==> src/rtl/fade_sequencer.sv <==
// fade_sequencer: ramps a registered brightness level one LSB at a time
// toward a commanded target. A free-running prescaler sets the base tick,
// cmd_step scales it into the step interval, and steps are only applied on
// PWM period boundaries so the downstream duty never changes mid-period.
module fade_sequencer #(
    parameter int WIDTH    = 8,
    parameter int TICK_DIV = 65536
) (
    input  logic             clk,
    input  logic             rst,
    input  logic             cmd_valid,
    output logic             cmd_ready,
    input  logic [WIDTH-1:0] cmd_target,
    input  logic [3:0]       cmd_step,
    input  logic             period_start,
    output logic [WIDTH-1:0] level,
    output logic             busy,
    output logic             done
);

    localparam int PW = (TICK_DIV > 2) ? $clog2(TICK_DIV) : 1;

    typedef enum logic {
        IDLE = 1'b0,
        RAMP = 1'b1
    } state_t;

    state_t           state;
    logic [PW-1:0]    presc;
    logic             tick;
    logic [WIDTH-1:0] target_r;
    logic [3:0]       step_r;
    logic [3:0]       step_cnt;
    logic             pending;
    logic [WIDTH-1:0] next_level;

    assign tick       = (presc == PW'(TICK_DIV - 1));
    assign cmd_ready  = (state == IDLE) && !rst;
    // level never crosses target_r, so the +/-1 can never wrap
    assign next_level = (level < target_r) ? level + 1'b1 : level - 1'b1;

    // Free-running base-tick prescaler; phase is independent of commands.
    always_ff @(posedge clk) begin
        if (rst) begin
            presc <= '0;
        end else if (tick) begin
            presc <= '0;
        end else begin
            presc <= presc + 1'b1;
        end
    end

    // Command handshake, step-interval counting and period-gated level update.
    always_ff @(posedge clk) begin
        if (rst) begin
            state    <= IDLE;
            level    <= '0;
            busy     <= 1'b0;
            done     <= 1'b0;
            target_r <= '0;
            step_r   <= '0;
            step_cnt <= '0;
            pending  <= 1'b0;
        end else begin
            done <= 1'b0;
            case (state)
                IDLE: begin
                    if (cmd_valid) begin
                        target_r <= cmd_target;
                        step_r   <= cmd_step;
                        step_cnt <= '0;
                        pending  <= 1'b0;
                        if (cmd_target == level) begin
                            done <= 1'b1;
                        end else begin
                            state <= RAMP;
                            busy  <= 1'b1;
                        end
                    end
                end
                RAMP: begin
                    // Apply uses the pending value from before this edge; a
                    // freshly elapsed interval below overrides the clear so it
                    // is not lost.
                    if (period_start && pending) begin
                        level   <= next_level;
                        pending <= 1'b0;
                        if (next_level == target_r) begin
                            state <= IDLE;
                            busy  <= 1'b0;
                            done  <= 1'b1;
                        end
                    end
                    if (tick) begin
                        if (step_cnt == step_r) begin
                            step_cnt <= '0;
                            pending  <= 1'b1;
                        end else begin
                            step_cnt <= step_cnt + 4'd1;
                        end
                    end
                end
                default: state <= IDLE;
            endcase
        end
    end

endmodule

==> config.mk <==
export PLATFORM = sky130hd
export DESIGN_NAME = fade_sequencer
export DESIGN_NICKNAME = d
export VERILOG_FILES = /design/src/rtl/fade_sequencer.sv
export SDC_FILE = /design/constraint.sdc
export NUM_CORES = 1
export LEC_CHECK = 0
export BUFFER_PORTS_ARGS = -buffer_cell sky130_fd_sc_hd__buf_2
export CAP_MARGIN = 20
export CORE_ASPECT_RATIO = 0.8
export CORE_MARGIN = 2
export CORE_UTILIZATION = 45
export CTS_CLUSTER_SIZE = 40
export DETAILED_ROUTE_END_ITERATION = 16
export HOLD_SLACK_MARGIN = 0.12
export PLACE_DENSITY = 0.65
export SLEW_MARGIN = 10
export SYNTH_ARGS = -nofsm -noshare
export SYNTH_HDL_FRONTEND = slang
export SYNTH_SLANG_ARGS = --single-unit
==> constraint.sdc <==
create_clock -name clk -period 10.15 [get_ports clk]
set_input_delay 0 -clock clk [delete_from_list [all_inputs] [get_ports clk]]
set_output_delay 0 -clock clk [all_outputs]
set_load 0.005 [all_outputs]
=== Word-level counts from Yosys, hierarchy flattened ===
Index checks and enable logic that the tools add are counted.

* Register bits after elaboration: 44
* Input bits: 16
* Output and inout bits: 11

* Add/sub/neg operators: 4
* Order comparisons: 1
* Eq/ne operators: 9
* Muxes and demuxes: 25
* Bitwise operators: 1
* Reductions and logical operators: 8

{| class="wikitable"
|+ Operator list
! operator !! number
|-
| adder 16 x 1 -> 16 bit, second input constant || 1
|-
| == test 16 bit, second input constant || 1
|-
| == test 8 bit || 2
|-
| two-way mux 1 bit || 16
|-
| two-way mux 4 bit || 3
|-
| adder 8 x 1 -> 8 bit, second input constant || 1
|-
| less-than comparator 8 bit || 1
|-
| two-way mux 8 bit || 1
|-
| case mux 1 bit (2 select lines) || 4
|-
| case mux 4 bit (2 select lines) || 1
|-
| subtractor 8 x 1 -> 8 bit, second input constant || 1
|-
| != test 2 x 1 -> 1 bit, second input constant || 3
|-
| AND reduction 2 bit || 3
|-
| adder 4 x 1 -> 4 bit, second input constant || 1
|-
| == test 4 bit || 1
|-
| != test 2 bit, second input constant || 2
|-
| AND reduction 4 bit || 1
|-
| logical AND 1 bit || 2
|-
| OR reduction 2 bit || 1
|-
| zero test 1 bit || 1
|-
| NOT 1 bit || 1
|}

=== Depth between registers and ports, before layout ===
Gate-level depths: netlist of run 1.

* Word-level depth: 6
* Depth in mapped cells: 16
* Depth with buffers taken out: 15

=== Least setup slack after synthesis of run 1 ===
No wires, ideal clock.

* Kind: reg-to-reg
* Start: reg level[1]
* End: reg busy
* Library setup time: 0.130 ns
* Arrival time: 3.442 ns
* Data required time: 10.020 ns
* Path slack: 6.578 ns
* Stages on the path, launching flop included: 15
* Buffers on the path: 0
* Cell sequence: dfxtp_1 -> ha_1 -> nor2b_1 -> o211ai_1 -> a21oi_1 -> a211oi_2 -> inv_1 -> ha_1 -> nor3b_1 -> a311oi_1 -> o211ai_2 -> xnor2_1 -> or4_4 -> o311ai_1 -> o31ai_1

* Cells in the longest elaborated chain, start to end: 5

{| class="wikitable"
|+ RTL lines
! element !! line !! RTL
|-
| start, declared || 16 || <nowiki>output logic [WIDTH-1:0] level,</nowiki>
|-
| start signal, assigned || 86 || <nowiki>level <= next_level;</nowiki>
|-
| subtractor 8 x 1 -> 8 bit (tied with other cells) || 40 || <nowiki>assign next_level = (level < target_r) ? level + 1'b1 : level - 1'b1;</nowiki>
|-
| two-way mux 8 bit || 40 ||
|-
| == test 8 bit || 88 || <nowiki>if (next_level == target_r) begin</nowiki>
|-
| != test 2 x 1 -> 1 bit (no line) || -- ||
|-
| AND reduction 4 bit (no line) * || -- ||
|-
| end signal, assigned || 58 || <nowiki>busy <= 1'b0;</nowiki>
|-
| end signal, assigned || 77 || <nowiki>busy <= 1'b1;</nowiki>
|-
| end signal, assigned || 90 || <nowiki>busy <= 1'b0;</nowiki>
|-
| end, declared || 17 || <nowiki>output logic busy,</nowiki>
|}

Mark *: on every way between the ends. The rest lies on a longest branch, timed or not.
A chain may end at the register's enable or synchronous reset.

=== Worst setup path after layout of run 1 ===
Ends and elaborated chain as after synthesis.

==> impl_metrics.tcl, run 1 <==
set metrics [dict create \
    rows 24 \
    path_class "reg2reg" \
    drt_iter0_drc 130 \
    skew_ns 0.007897 \
    vias 2078 \
    report.final.hold_viol_count 0 \
    tns_ns 0 \
    synth.largest_area_cell "dfxtp_1" \
    synth_area_leaders "dfxtp_1, ha_1, a21oi_1" \
    async_flop_share_pct 0 \
    min_path_type "in2reg" \
    synth_ff_type "dfxtp_1" \
    grt_pass1_vias 1915 \
    max_slew.worst_pin.slew_ns 0.6396 \
    min_period_over_period_pct 39.04 \
    grt_start_max_net_pins 35 \
    initial_core_util_pct 46.04 \
    rsz0062_at_grt "false" \
    dr.pass1.iters 4 \
    yosysSeqAreaShare_pct 35.39 \
    totalWireLength_mm 5.399 \
    gp_congestion 0.8337 \
    ios 27 \
    r2r_cells 14 \
    synthCells 299 \
    drv_cap 0 \
    powerDensity_nw_per_um2 123.2 \
    htreeDepth 2 \
    synth_area_um2 2489 \
    p_total_w 0.0003549 \
    slew-limit-headroom_pct 57.36 \
    max_freq_mhz 252.4 \
    finalSetupViolCount 0 \
    synthTopCellsByCount "dfxtp_1, nand2_1, nor2_1" \
    cts_buffers 5 \
    dp_hpwl_mm 3.835 \
    irDropWorstVdd_v 0.00005680 \
    post-route-drc-count 0 \
    ys_warn_count 0 \
    critPathCaptureType "flip-flop" \
    dieArea_um2 6145 \
    critPathCapture "busy" \
    postCtsSetupBuffers 0 \
    ctsLongestPathBuffers 2 \
    viasPerCell 5.156 \
    synth.distinct_cells 45 \
    grt_pass1_wl_mm 9.211 \
    clk_pin_slew_ns 0.09 \
    antenna_found_initial 0 \
    holdWs_ns 0.2031 \
    crit_start "level[1]" \
    die_x_um 87.15 \
    synth.most_common_cell "dfxtp_1" \
    crit_fanout 7 \
    synth_seq_cells 44 \
    status "finished, final reports clean" \
    portBuffers 26 \
    syn_avg_cell_area_um2 8.323 \
    r2r-start "level[1]" \
    period_needed_ns 3.962 \
    synth_top_area_share_pct 35.39 \
    routedWlPerCell_um 13.40 \
    drtAntennaViolNets 0 \
    grt_overflow_total 0 \
    synth_nets 333 \
    p_leak_nw 1.182 \
    reg2reg_to "busy" \
    area_delta_synth_final_pct 15.79 \
    clk_latency_ns 0.30 \
    root_buffer "clkbuf_8" \
    nets 371 \
    antenna_cells 0 \
    drv_slew 0 \
    drive_gt1_share_pct 13.02 \
    clock_sinks 44 \
    die_h_um 70.52 \
    reg2reg_slack_ns 6.19 \
    required_ns 10.32 \
    critPathLaunchType "flip-flop" \
    crit_arrival_ns 4.13 \
    coreArea_um2 5405 \
    grt_usage_pct 19.04 \
    synth-edff-count 0 \
    cts_tree "yes" \
]
[kinds of logic (layout without fill, tap and decap cells)]
kind of cell             Yosys count  after routing  synth area share, %
adder cells (fa/ha/maj)           18             18                9.351
buffers and inverters             25             64                4.625
AND/OR/NAND/NOR                  121            121                22.88
XOR/XNOR                          38             38                14.53
flip-flops                        44             44                35.39
AO/OA/AOI/OAI                     53             53                13.22
[layer usage]
metal	share of wire (%)	global-route usage, %
met5	0	0
met4	0.98	6.154
met3	4.6	3.783
met2	39	24.94
met1	56	30.60
[placed cells by master, fill, tap and decap left out, types with 2 or more instances in the layout]
cell / netlist / routed
dfxtp_1: 44 / 44
o21a_1: 2 / 2
dlygate4sd3_1: 0 / 14
xnor2_1: 18 / 18
or3_1: 2 / 2
nand2_1: 40 / 40
and3_1: 3 / 3
ha_1: 17 / 17
o31ai_1: 2 / 2
nor3_1: 7 / 7
nor4_1: 2 / 2
and4_1: 2 / 2
clkinvlp_4: 0 / 2
xor2_1: 18 / 18
a211oi_1: 2 / 2
clkbuf_8: 1 / 5
nand3_1: 9 / 9
o21ai_0: 5 / 5
inv_1: 15 / 15
nor2b_1: 4 / 4
nor2_1: 37 / 37
buf_2: 0 / 26
o211ai_1: 2 / 2
nand4_1: 6 / 6
a21oi_1: 32 / 32
[report_power, final]
group | switching (W) | leakage [nW] | internal [W] | total (W)
registers | 0.00000413 | 0.357 | 0.000177 | 0.000181
logic | 0.0000316 | 0.784 | 0.0000284 | 0.0000600
clock network | 0.0000650 | 0.0404 | 0.0000488 | 0.000114
[timing repair]
| item | CTS | global route |
|---|---|---|
| gates resized for setup | 0 | 0 |
| setup endpoints to repair | 0 | 0 |
| hold buffers | 14 | 0 |
| hold endpoints to repair | 15 | 0 |
[worst min-delay path by stage]
stage	from	end	slack, ns	cells past startpoint
final	rst	level[0]	0.20	2
after global routing	rst	presc[8]	0.23	2
after CTS	rst	presc[10]	0.20	2
after detailed placement	cmd_step[0]	step_r[0]	0.25	3
after global placement	cmd_step[1]	step_r[1]	0.25	3
after floorplan	cmd_target[5]	target_r[5]	0.14	2
[cell type report]
| class | instances | area, um2 |
|---|---|---|
| clock buffer | 5 | 68.82 |
| timing repair buffer | 41 | 277.8 |
| inverter | 15 | 56.30 |
| multi-input combinational | 230 | 1493 |
| sequential | 44 | 880.8 |
| tap | 65 | 81.33 |
| fill | 526 | 2524 |
| clock inverter | 3 | 23.77 |
[critical path, stage by stage (launching register included)]
cell	delay [ns]
dfxtp_1	0.46
ha_1	0.28
nor2b_1	0.13
o211ai_1	0.18
a21oi_1	0.11
a211oi_2	0.36
inv_1	0.24
ha_1	0.40
nor3b_1	0.16
a311oi_1	0.29
o211ai_2	0.16
xnor2_1	0.15
or4_4	0.51
o311ai_1	0.29
o31ai_1	0.11
[registers in the layout (all words and copies together) (netlist names)]
signal and cells:
step_r 4, done 1, pending 1, step_cnt 4
target_r 8, state 1, presc 16, busy 1
level 8
[through the flow]
step	worst slack [ns]	instance area, um2	util (%)	instances
after floorplan	6.578	2489	-	299
after global placement	6.372	2649	49.00	381
after detailed placement	6.197	2649	49.00	381
after CTS	6.199	2882	53.31	403
after global routing	5.811	2882	53.31	403
final	6.188	2882	53.31	403
(Power assumes the default switching activity.)
==> run 2, diff against run 1 <==
--- a/config.mk
+++ b/config.mk
@@ -13,7 +13,7 @@
 export CTS_CLUSTER_SIZE = 40
 export DETAILED_ROUTE_END_ITERATION = 16
 export HOLD_SLACK_MARGIN = 0.12
-export PLACE_DENSITY = 0.65
+export PLACE_DENSITY = 0.67
 export SLEW_MARGIN = 10
 export SYNTH_ARGS = -nofsm -noshare
 export SYNTH_HDL_FRONTEND = slang
==> constraint.sdc (replaced) <==
create_clock -name clk -period 3.3 [get_ports clk]
set_input_delay 0 -clock clk [delete_from_list [all_inputs] [get_ports clk]]
set_output_delay 0 -clock clk [all_outputs]
set_load 0.005 [all_outputs]
==> run 2 against run 1 <==
The run now ends with negative setup slack left. Worst hold slack gained 0.016 ns. Clock skew shrank 0.0017 ns. Routed wire length grew 7.3%. Sequential share of layout area shrank 3.5 points. Die area is the same. Sequential cell count is the same. Combinational power grew to 4.3 times the previous value. Critical path depth grew 1. Final cell count grew 6.7%. Clock power grew to 3.1 times the previous value. Highest routed layer unchanged.
==> impl_metrics.tcl, run 2 (synthesized netlist as in run 1, its figures left out) <==
set metrics [dict create \
    finalSetupViolCount 3 \
    ios 27 \
    die_h_um 70.52 \
    critPathLaunchType "flip-flop" \
    crit_start "level[1]" \
    ctsLongestPathBuffers 2 \
    largest_reg_flops 16 \
    powerDensity_nw_per_um2 357.6 \
    slew-limit-headroom_pct 56.39 \
    antenna_cells 0 \
    drive_gt1_share_pct 25.21 \
    n_fill_cell 473 \
    min_period_over_period_pct 103.2 \
    irDropWorstVdd_v 0.0002071 \
    setup_slack_ns -0.1046 \
    postLayoutCoreUtil_pct 60.46 \
    max_freq_mhz 293.7 \
    antenna_found_initial 0 \
    drtAntennaViolNets 0 \
    drv_slew 0 \
    p_seq_share_pct 47.5 \
    cts_buffers 5 \
    critPathCapture "busy" \
    final_common_cell "dfxtp_1" \
    root_buffer "clkbuf_8" \
    status "finished, violations left" \
    holdWs_ns 0.2189 \
    coreArea_um2 5405 \
    initial_core_util_pct 46.04 \
    period_needed_ns 3.405 \
    cp_slowest_stage_delay_ns 0.56 \
    report.final.hold_viol_count 0 \
    drt_iter0_drc 102 \
    cts_tree "yes" \
    die_x_um 87.15 \
    cpMaxStageDelayCell "or4_4" \
    dp_hpwl_mm 4.135 \
    critPathCaptureType "flip-flop" \
    clock_sinks 44 \
    p_comb_share_pct 22.3 \
    gp_congestion 0.8685 \
    max_slew.worst_pin.slew_ns 0.6542 \
    area_delta_synth_final_pct 31.32 \
    grt_start_max_net_pins 35 \
    power_switching_share_pct 27.39 \
    pre_cts_slack_ns -0.1714 \
    regMostFlops "presc" \
    rows 24 \
    drv_cap 0 \
    crit_chain "ha_4 -> nor2b_1 -> o211ai_1 -> a21oi_1 -> a211oi_2 -> inv_2 -> buf_12 -> ha_4 -> nor2b_2 -> a311oi_2 -> o211ai_2 -> xnor2_1 -> or4_4 -> o311ai_4 -> o31ai_1" \
    r2r_cells 15 \
    required_ns 3.46 \
    skew_ns 0.006179 \
    grt_pass1_vias 2126 \
    crit_arrival_ns 3.57 \
    totalWireLength_mm 5.791 \
    dieArea_um2 6145 \
    vias 2224 \
    routedWlPerCell_um 13.47 \
    placed_area_um2 2939 \
    r2r-start "level[1]" \
    p_total_w 0.001169 \
    p_int_w 0.0008486 \
    rsz0062_at_grt "true" \
    crit_fanout 6 \
    register_area_um2 885.9 \
    cpMostUsedCell "ha_4" \
    final_area_um2 3268 \
    clk_pin_slew_ns 0.08 \
    portBuffers 26 \
    multi_input_comb_area_um2 1658 \
    reg_top3 "presc x16, level x8, target_r x8" \
    final_cell_mix "dfxtp_1, nand2_1, nor2_1, a21oi_1, buf_4" \
    grt_usage_pct 19.87 \
    pwr-share-clk_pct 30.3 \
    min_path_type "in2reg" \
    htreeDepth 2 \
    post-route-drc-count 0 \
    violations "negative setup slack" \
    clk_latency_ns 0.29 \
    grt_overflow_total 0 \
    p_leak_nw 1.330 \
    reg2reg_to "busy" \
    viasPerCell 5.172 \
    path_class "reg2reg" \
    dr.pass1.iters 4 \
    reg2reg_slack_ns -0.10 \
    p_sw_w 0.0003202 \
    grt_pass1_wl_mm 9.701 \
    nets 398 \
]
[run 2: cell types whose count changed in the layout (fill, tap and decap cells not counted), sizes merged]
| cell | before | now |
|---|---|---|
| clkinvlp | 2 | 1 |
| clkinv | 1 | 0 |
| clkbuf | 5 | 7 |
| buf | 27 | 54 |
[run 2: metal layers]
metal	part of all wire (%)	global-route usage, %	vias up	routed length (um)
li1	-	-	1149	-
met1	53	29.02	1030	3091
met2	42	30.79	41	2440
met3	3.9	3.664	4	223
met4	0.60	4.103	0	35
met5	0	0	-	0
[run 2: stage by stage]
stage,std cells,TNS (ns)
finish,430,-0.1106
global route,430,-0.7266
global placement,404,-0.1860
CTS,430,-0.2606
floorplan,299,-0.1347
detailed placement,404,-0.4058
[run 2: critical path, delay by kind of cell (launching register included)]
| family | cells | cell delay [ns] |
|---|---|---|
| compound gates | 7 | 1.20 |
| xor+xnor | 1 | 0.15 |
| fa+ha+maj | 2 | 0.51 |
| buf+inv | 2 | 0.31 |
| flops | 1 | 0.36 |
| simple gates | 3 | 0.73 |
[run 2: how the worst min path moves through the flow]
stage | from | end | slack, ns | depth (start not counted)
floorplan | cmd_target[1] | target_r[1] | 0.13 | 2
global placement | cmd_step[2] | step_r[2] | 0.24 | 3
detailed placement | cmd_step[3] | step_r[3] | 0.25 | 3
CTS | rst | step_cnt[0] | 0.21 | 2
global route | rst | step_cnt[0] | 0.23 | 2
finish | rst | step_cnt[0] | 0.22 | 2
[run 2: layout make-up]
| class | count | area share [%] |
|---|---|---|
| sequential | 44 | 27.11 |
| timing repair buffer | 68 | 15.08 |
| inverter | 15 | 1.723 |
| clock inverter | 1 | 0.2297 |
| multi-input combinational | 230 | 50.73 |
| tap | 65 | 2.489 |
| clock buffer | 7 | 2.642 |
[run 2: what timing repair did]
| action | 4_1_cts | 5_1_grt |
|---|---|---|
| gates resized for setup | 5 | 6 |
| endpoints found under the setup margin | 4 | 4 |
| hold buffers | 14 | 0 |
| hold endpoints to repair | 15 | 0 |
| pin swaps | 6 | 3 |
| buffers inserted | 4 | 0 |
[run 2: power by group through the flow]
stage	sequential, W	combinational, W	clock, W
after floorplan	0.000564	0.000157	0
after global placement	0.000566	0.000213	0
after detailed placement	0.000567	0.000215	0
after CTS	0.000555	0.000250	0.000365
after global routing	0.000557	0.000284	0.000384
final	0.000555	0.000260	0.000354
